File: config.mk
export PLATFORM = sky130hd
export DESIGN_NAME = tlb_walk_arbiter
export DESIGN_NICKNAME = d
export VERILOG_FILES = /design/src/rtl/tlb_walk_arbiter.sv
export SDC_FILE = /design/constraint.sdc
export NUM_CORES = 1
export LEC_CHECK = 0
export CORE_ASPECT_RATIO = 0.8
export CORE_MARGIN = 4
export CORE_UTILIZATION = 35
export CTS_CLUSTER_DIAMETER = 100
export CTS_CLUSTER_SIZE = 10
export DETAILED_ROUTE_END_ITERATION = 10
export GPL_ROUTABILITY_DRIVEN = 0
export PLACE_DENSITY = 0.81
export REMOVE_ABC_BUFFERS = 1
export SYNTH_ARGS = -nofsm -noshare
export SYNTH_HDL_FRONTEND = slang
export SYNTH_SLANG_ARGS = --single-unit
export TNS_END_PERCENT = 20
File: constraint.sdc
create_clock -name clk_i -period 5.85 [get_ports clk_i]
set_input_delay 1.17 -clock clk_i [delete_from_list [all_inputs] [get_ports clk_i]]
set_output_delay 1.17 -clock clk_i [all_outputs]
set_load 0.02 [all_outputs]
File: src/rtl/tlb_walk_arbiter.sv
// tlb_walk_arbiter
//   Shares one page-table walker between the ITLB and DTLB and sequences
//   SFENCE.VMA flushes so that a flush never overlaps a walk.
//   Ports:
//     clk_i, rst_i                     clock, synchronous active-high reset
//     i_req_i/i_vaddr_i                ITLB miss (level, held until i_resp_o)
//     d_req_i/d_vaddr_i/d_is_store_i   DTLB miss (level, held until d_resp_o)
//     fence_req_i/fence_va_i/_asid_i   SFENCE.VMA request, held until fence_ack_o
//     walk_req_o + walk_vaddr_o/...    walker start pulse and registered request
//     walk_done_i/fault_i/pte_i        walker completion
//     i_resp_o/d_resp_o/resp_*_o       registered response pulse and payload
//     tlb_flush_o/flush_*_o/fence_ack_o  flush pulse with latched va/asid
//     busy_o                           arbiter not idle
module tlb_walk_arbiter #(
  parameter int VADDR_W = 32,
  parameter int PTE_W   = 32,
  parameter int ASID_W  = 9
) (
  input  logic               clk_i,
  input  logic               rst_i,
  input  logic               i_req_i,
  input  logic [VADDR_W-1:0] i_vaddr_i,
  input  logic               d_req_i,
  input  logic [VADDR_W-1:0] d_vaddr_i,
  input  logic               d_is_store_i,
  input  logic               fence_req_i,
  input  logic [VADDR_W-1:0] fence_va_i,
  input  logic [ASID_W-1:0]  fence_asid_i,
  output logic               walk_req_o,
  output logic [VADDR_W-1:0] walk_vaddr_o,
  output logic               walk_is_instr_o,
  output logic               walk_is_store_o,
  input  logic               walk_done_i,
  input  logic               walk_fault_i,
  input  logic [PTE_W-1:0]   walk_pte_i,
  output logic               i_resp_o,
  output logic               d_resp_o,
  output logic               resp_fault_o,
  output logic [PTE_W-1:0]   resp_pte_o,
  output logic               tlb_flush_o,
  output logic [VADDR_W-1:0] flush_va_o,
  output logic [ASID_W-1:0]  flush_asid_o,
  output logic               fence_ack_o,
  output logic               busy_o
);

  typedef enum logic [1:0] {IDLE, WALK_I, WALK_D, FLUSH} state_e;

  state_e             state_q, state_d;
  logic               done_q;      // WALK_x cycle after walk_done: the response slot
  logic               abort_q;     // owner dropped its req at some point in the walk
  logic               last_d_q;    // last grant went to DTLB (reset: ITLB)
  logic               i_resp_q, d_resp_q, resp_fault_q;
  logic [PTE_W-1:0]   resp_pte_q;
  logic [VADDR_W-1:0] walk_vaddr_q, flush_va_q;
  logic [ASID_W-1:0]  flush_asid_q;
  logic               walk_is_instr_q, walk_is_store_q;

  logic grant_i, grant_d, in_walk, owner_req, walk_fin;

  // Round-robin: with both pending, the side not granted last wins.
  assign grant_i   = (state_q == IDLE) && !fence_req_i && i_req_i && (!d_req_i || last_d_q);
  assign grant_d   = (state_q == IDLE) && !fence_req_i && d_req_i && (!i_req_i || !last_d_q);
  assign in_walk   = ((state_q == WALK_I) || (state_q == WALK_D)) && !done_q;
  assign owner_req = (state_q == WALK_I) ? i_req_i : d_req_i;
  // walk_done outside an active walk (IDLE, FLUSH, response slot) is ignored.
  assign walk_fin  = in_walk && walk_done_i;

  // State register
  always_ff @(posedge clk_i) begin
    if (rst_i) state_q <= IDLE;
    else       state_q <= state_d;
  end

  // Next state
  always_comb begin
    state_d = state_q;
    unique case (state_q)
      IDLE: begin
        if (fence_req_i)  state_d = FLUSH;
        else if (grant_i) state_d = WALK_I;
        else if (grant_d) state_d = WALK_D;
      end
      WALK_I, WALK_D: begin
        // A fence that arrived during the walk goes straight after the response.
        if (done_q) state_d = fence_req_i ? FLUSH : IDLE;
      end
      FLUSH:   state_d = IDLE;
      default: state_d = IDLE;
    endcase
  end

  // Outputs
  always_comb begin
    walk_req_o  = grant_i || grant_d;
    tlb_flush_o = (state_q == FLUSH);
    fence_ack_o = (state_q == FLUSH);
    busy_o      = (state_q != IDLE);
  end

  // Datapath and response registers
  always_ff @(posedge clk_i) begin
    if (rst_i) begin
      done_q          <= 1'b0;
      abort_q         <= 1'b0;
      last_d_q        <= 1'b0;
      i_resp_q        <= 1'b0;
      d_resp_q        <= 1'b0;
      resp_fault_q    <= 1'b0;
      resp_pte_q      <= '0;
      walk_vaddr_q    <= '0;
      walk_is_instr_q <= 1'b0;
      walk_is_store_q <= 1'b0;
      flush_va_q      <= '0;
      flush_asid_q    <= '0;
    end else begin
      done_q   <= walk_fin;
      i_resp_q <= walk_fin && (state_q == WALK_I) && !abort_q && owner_req;
      d_resp_q <= walk_fin && (state_q == WALK_D) && !abort_q && owner_req;
      if (walk_fin) begin
        resp_pte_q   <= walk_pte_i;
        resp_fault_q <= walk_fault_i;
      end
      if (grant_i || grant_d) begin
        abort_q         <= 1'b0;
        last_d_q        <= grant_d;
        walk_vaddr_q    <= grant_d ? d_vaddr_i : i_vaddr_i;
        walk_is_instr_q <= grant_i;
        walk_is_store_q <= grant_d && d_is_store_i;
      end else if (in_walk && !owner_req) begin
        abort_q <= 1'b1;
      end
      if ((state_d == FLUSH) && (state_q != FLUSH)) begin
        flush_va_q   <= fence_va_i;
        flush_asid_q <= fence_asid_i;
      end
    end
  end

  assign i_resp_o        = i_resp_q;
  assign d_resp_o        = d_resp_q;
  assign resp_fault_o    = resp_fault_q;
  assign resp_pte_o      = resp_pte_q;
  assign walk_vaddr_o    = walk_vaddr_q;
  assign walk_is_instr_o = walk_is_instr_q;
  assign walk_is_store_o = walk_is_store_q;
  assign flush_va_o      = flush_va_q;
  assign flush_asid_o    = flush_asid_q;

endmodule

==> run_results.csv <==
group,metric,value,unit
outcome,run_status,"finished, final reports clean",
final_layout,flow.area_growth_from_synthesis,64.8,%
critical_path,critical_path_endpoint_category,"output pin",
place,detailedPlacementHpwl,10400,microns
logic_synthesis,synthDominantCellAreaShare,47.0,%
power,power_per_cell_area,480,nW/um^2
final_layout,mostFrequentLayoutCells,"sky130_fd_sc_hd__clkdlybuf4s50_1 (257), sky130_fd_sc_hd__dfxtp_1 (115), sky130_fd_sc_hd__nand2b_1 (85)",
floorplanning,die-width,140,microns
critical_path,critical_path.slowest_cell,"sky130_fd_sc_hd__clkdlybuf4s50_1",
clocking,clock_tree_from_tritoncts,"done",
timing,layout_worst_path_cycle_share,69.7,%
timing,finalWorstPathRequiredPeriod,4080,ps
timing,final-max-slew-violation-count,0,
place,placed_cell_area,7490,sq um
critical_path,top_fanout_value_on_the_critical_path,6,
timing,max_slew_margin,36.1,%
clocking,hold_buffers,0,
global_route,grt_first_pass_wirelength,22700,microns
detailed_routing,number_of_vias_per_cell_after_detailed_routing,4.68,
critical_path,crit_path_cell_trace,"clkdlybuf4s50_1, and2b_4, and3_2, inv_2, nand2_1, clkdlybuf4s50_1",
place,placed_cells_incl_taps,925,
global_route,pin_count_of_the_biggest_net_entering_global_routing,116,
timing,finalHoldViolCount,0,
logic_synthesis,mean_instance_size_in_the_synthesized_netlist,9.37,sq um
floorplanning,die_boundary_height,114,microns
logic_synthesis,syn-instance-count,522,
clocking,root_buffer,"sky130_fd_sc_hd__clkbuf_16",
timing,setup-violations-final,0,
global_route,global_route.usage.total,17.6,%
timing,timing.fmax,245,MHz
floorplanning,num_io_pins,259,
floorplanning,number_of_rows_created_at_floorplan,38,
critical_path,worstPathArrival,2910,ps
logic_synthesis,synth_top_family_by_area,"simple AND/OR/NAND/NOR gates",
floorplanning,floorplan.core_area,13600,sq um
final_layout,post_layout_nonfiller_instances,957,
final_layout,layout_commonest_cell,"sky130_fd_sc_hd__clkdlybuf4s50_1",
job,max_cap_viol,0,
detailed_routing,detailed_routing_iteration_count_for_the_pre_antenna_repair_pass,4,
critical_path,cp_data_required_time,4680,ps
detailed_routing,postRouteAntennaNets,0,
global_route,initial_antenna_violation_count,0,
logic_synthesis,synthAdderAreaFrac,1.28,%
logic_synthesis,synthSimpleGateAreaFrac,20.9,%
final_layout,utilization,59.1,%
timing,totalNegativeSetupSlack,0,ps
critical_path,worst_path_largest_cell_delay,640,ps
place,numPortBuffers,258,
clocking,post-cts-setup-buffer-count,0,
global_route,grt_pass1_vias,4516,
global_route,grt.overflow.total,0,
clocking,clk_transition_reported_paths,50,ps
power,vdd.ir_drop.worst,0.000271,V
detailed_routing,drt_first_iter_violations,192,
min_path,hold_class,"reg -> reg",
final_layout,final_area,8070,sq um
clocking,total_cts_buffers,17,
clocking,cts-resized-gates,0,
critical_path,worstSetupPathType,"in -> out",
logic_synthesis,synth-async-reset-ratio,0,%
logic_synthesis,netlist_area,4890,sq um
final_layout,drive_gt1_share,5.53,%
logic_synthesis,yosysUniqueCellTypes,33,
clocking,htree_levels,4,
detailed_routing,totalWireLength,14400,microns
timing,grt_setup_unrepaired,"false",
final_layout,number_of_antenna_cells_inserted,0,
logic_synthesis,synth-seq-cells,115,
logic_synthesis,synth_compound_area_share,9.79,%
final_layout,final_net_count,914,
logic_synthesis,share_of_the_synthesized_netlist_area_taken_by_xor_and_xnor_gates,0,%
logic_synthesis,synth.largest_area_cell,"sky130_fd_sc_hd__dfxtp_1",
clocking,numClockSinks,115,
logic_synthesis,synth_edf_count,0,
timing,fin_worst_skew,11.6,ps
detailed_routing,drt_drc_violations_left,0,
logic_synthesis,synth_mux_area_share,15.4,%
floorplanning,fp.dieArea,15900,sq um
detailed_routing,routed_wire_length_per_instance,15.1,microns
final_layout,nFillCells,1123,
power,power_leakage,2.93,nW
logic_synthesis,synth-warning-count,0,
clocking,clk-insertion-delay-late,400,ps
floorplanning,initial_utilization,35.9,%
logic_synthesis,sequential_share_of_the_synthesized_area,47.0,%
logic_synthesis,yosys_most_used_dff,"sky130_fd_sc_hd__dfxtp_1",
timing,tightest_pin_transition,958,ps
logic_synthesis,leading_cell_types_by_total_area_after_synthesis,"sky130_fd_sc_hd__dfxtp_1 (47%), sky130_fd_sc_hd__mux2i_1 (15%), sky130_fd_sc_hd__nand2b_1 (11%), sky130_fd_sc_hd__nand2_1 (5.5%), sky130_fd_sc_hd__a211oi_1 (4.9%)",
detailed_routing,num_vias,4479,
critical_path,setup.worst_path.start_class,"input pin",
clocking,cts_buffer_depth,2,
critical_path,cell_occurring_most_often_along_the_worst_timing_path,"sky130_fd_sc_hd__clkdlybuf4s50_1",
==> per-layer routing <==
metal | part of all wire [%] | GRT usage, %
met1 | 43 | 20.8
met2 | 45 | 28.8
met3 | 10 | 8.51
met4 | 1.2 | 4.91
met5 | 0 | 0
==> where the power goes <==
group / leakage, nW / switching (mW) / total, mW / internal [mW]
Combinational: 1.71 / 0.874 / 1.69 / 0.816
Clock: 0.276 / 0.353 / 0.998 / 0.645
Sequential: 0.941 / 0.139 / 1.18 / 1.04
==> final timing paths <==
path / startpoint / endpoint / slack (ps) / cells past startpoint
max: fence_req_i / walk_req_o / 1770 / 6
min: abort_q / i_resp_o / 440 / 1
max reg2reg: state_q[1] / flush_va_o[6] / 3000 / 8
min reg2reg: abort_q / i_resp_o / 440 / 1
==> per-stage QoR <==
step / hold slack (ps) / setup slack (ps) / power [mW]
floorplan: 415 / 1480 / 2.12
global placement: 433 / 1810 / 2.88
detailed placement: 438 / 1800 / 2.90
CTS: 443 / 1780 / 3.91
global route: 473 / 1700 / 4.08
finish: 440 / 1770 / 3.87
==> cells in the mapped netlist, types with 4 or more instances <==
cell type and count:
sky130_fd_sc_hd__clkbuf_1 27, sky130_fd_sc_hd__mux2i_1 73, sky130_fd_sc_hd__a21oi_1 40, sky130_fd_sc_hd__ha_1 5, sky130_fd_sc_hd__a211oi_1 32, sky130_fd_sc_hd__nand2b_1 85
sky130_fd_sc_hd__buf_12 4, sky130_fd_sc_hd__buf_6 4, sky130_fd_sc_hd__dfxtp_1 115, sky130_fd_sc_hd__nand2_1 72, sky130_fd_sc_hd__nor2_1 34
==> worst max-delay path: cells and delay by family <==
family / cells / cell delay (ps)
buffers and inverters: 3 / 1130
AND/OR/NAND/NOR: 3 / 610
==> state kept, by name, indices dropped and copies added (netlist names), 2 cells and up <==
register and flops:
flush_va_o 32, walk_vaddr_o 32, state_q 2, flush_asid_o 9, resp_pte_o 32
==> cell families (layout without fill, tap and decap cells) <==
family          count (synthesis)  in the layout
mux                            75             75
flops                         115            115
fa+ha+maj                       5              5
buf+inv                        45            300
simple gates                  205            205
compound gates                 77             77
==> area by class of cell <==
| class | instances | area [sq um] | share of cell area (%) |
|---|---|---|---|
| Inverter | 4 | 15.0 | 0.186 |
| Tap cell | 180 | 225 | 2.79 |
| Sequential cell | 115 | 2300 | 28.5 |
| Clock buffer | 22 | 464 | 5.76 |
| Multi-Input combinational cell | 362 | 2330 | 28.8 |
| Timing Repair Buffer | 264 | 2630 | 32.5 |
| Clock inverter | 10 | 108 | 1.33 |
No activity file was read; power rests on OpenSTA's default activity.
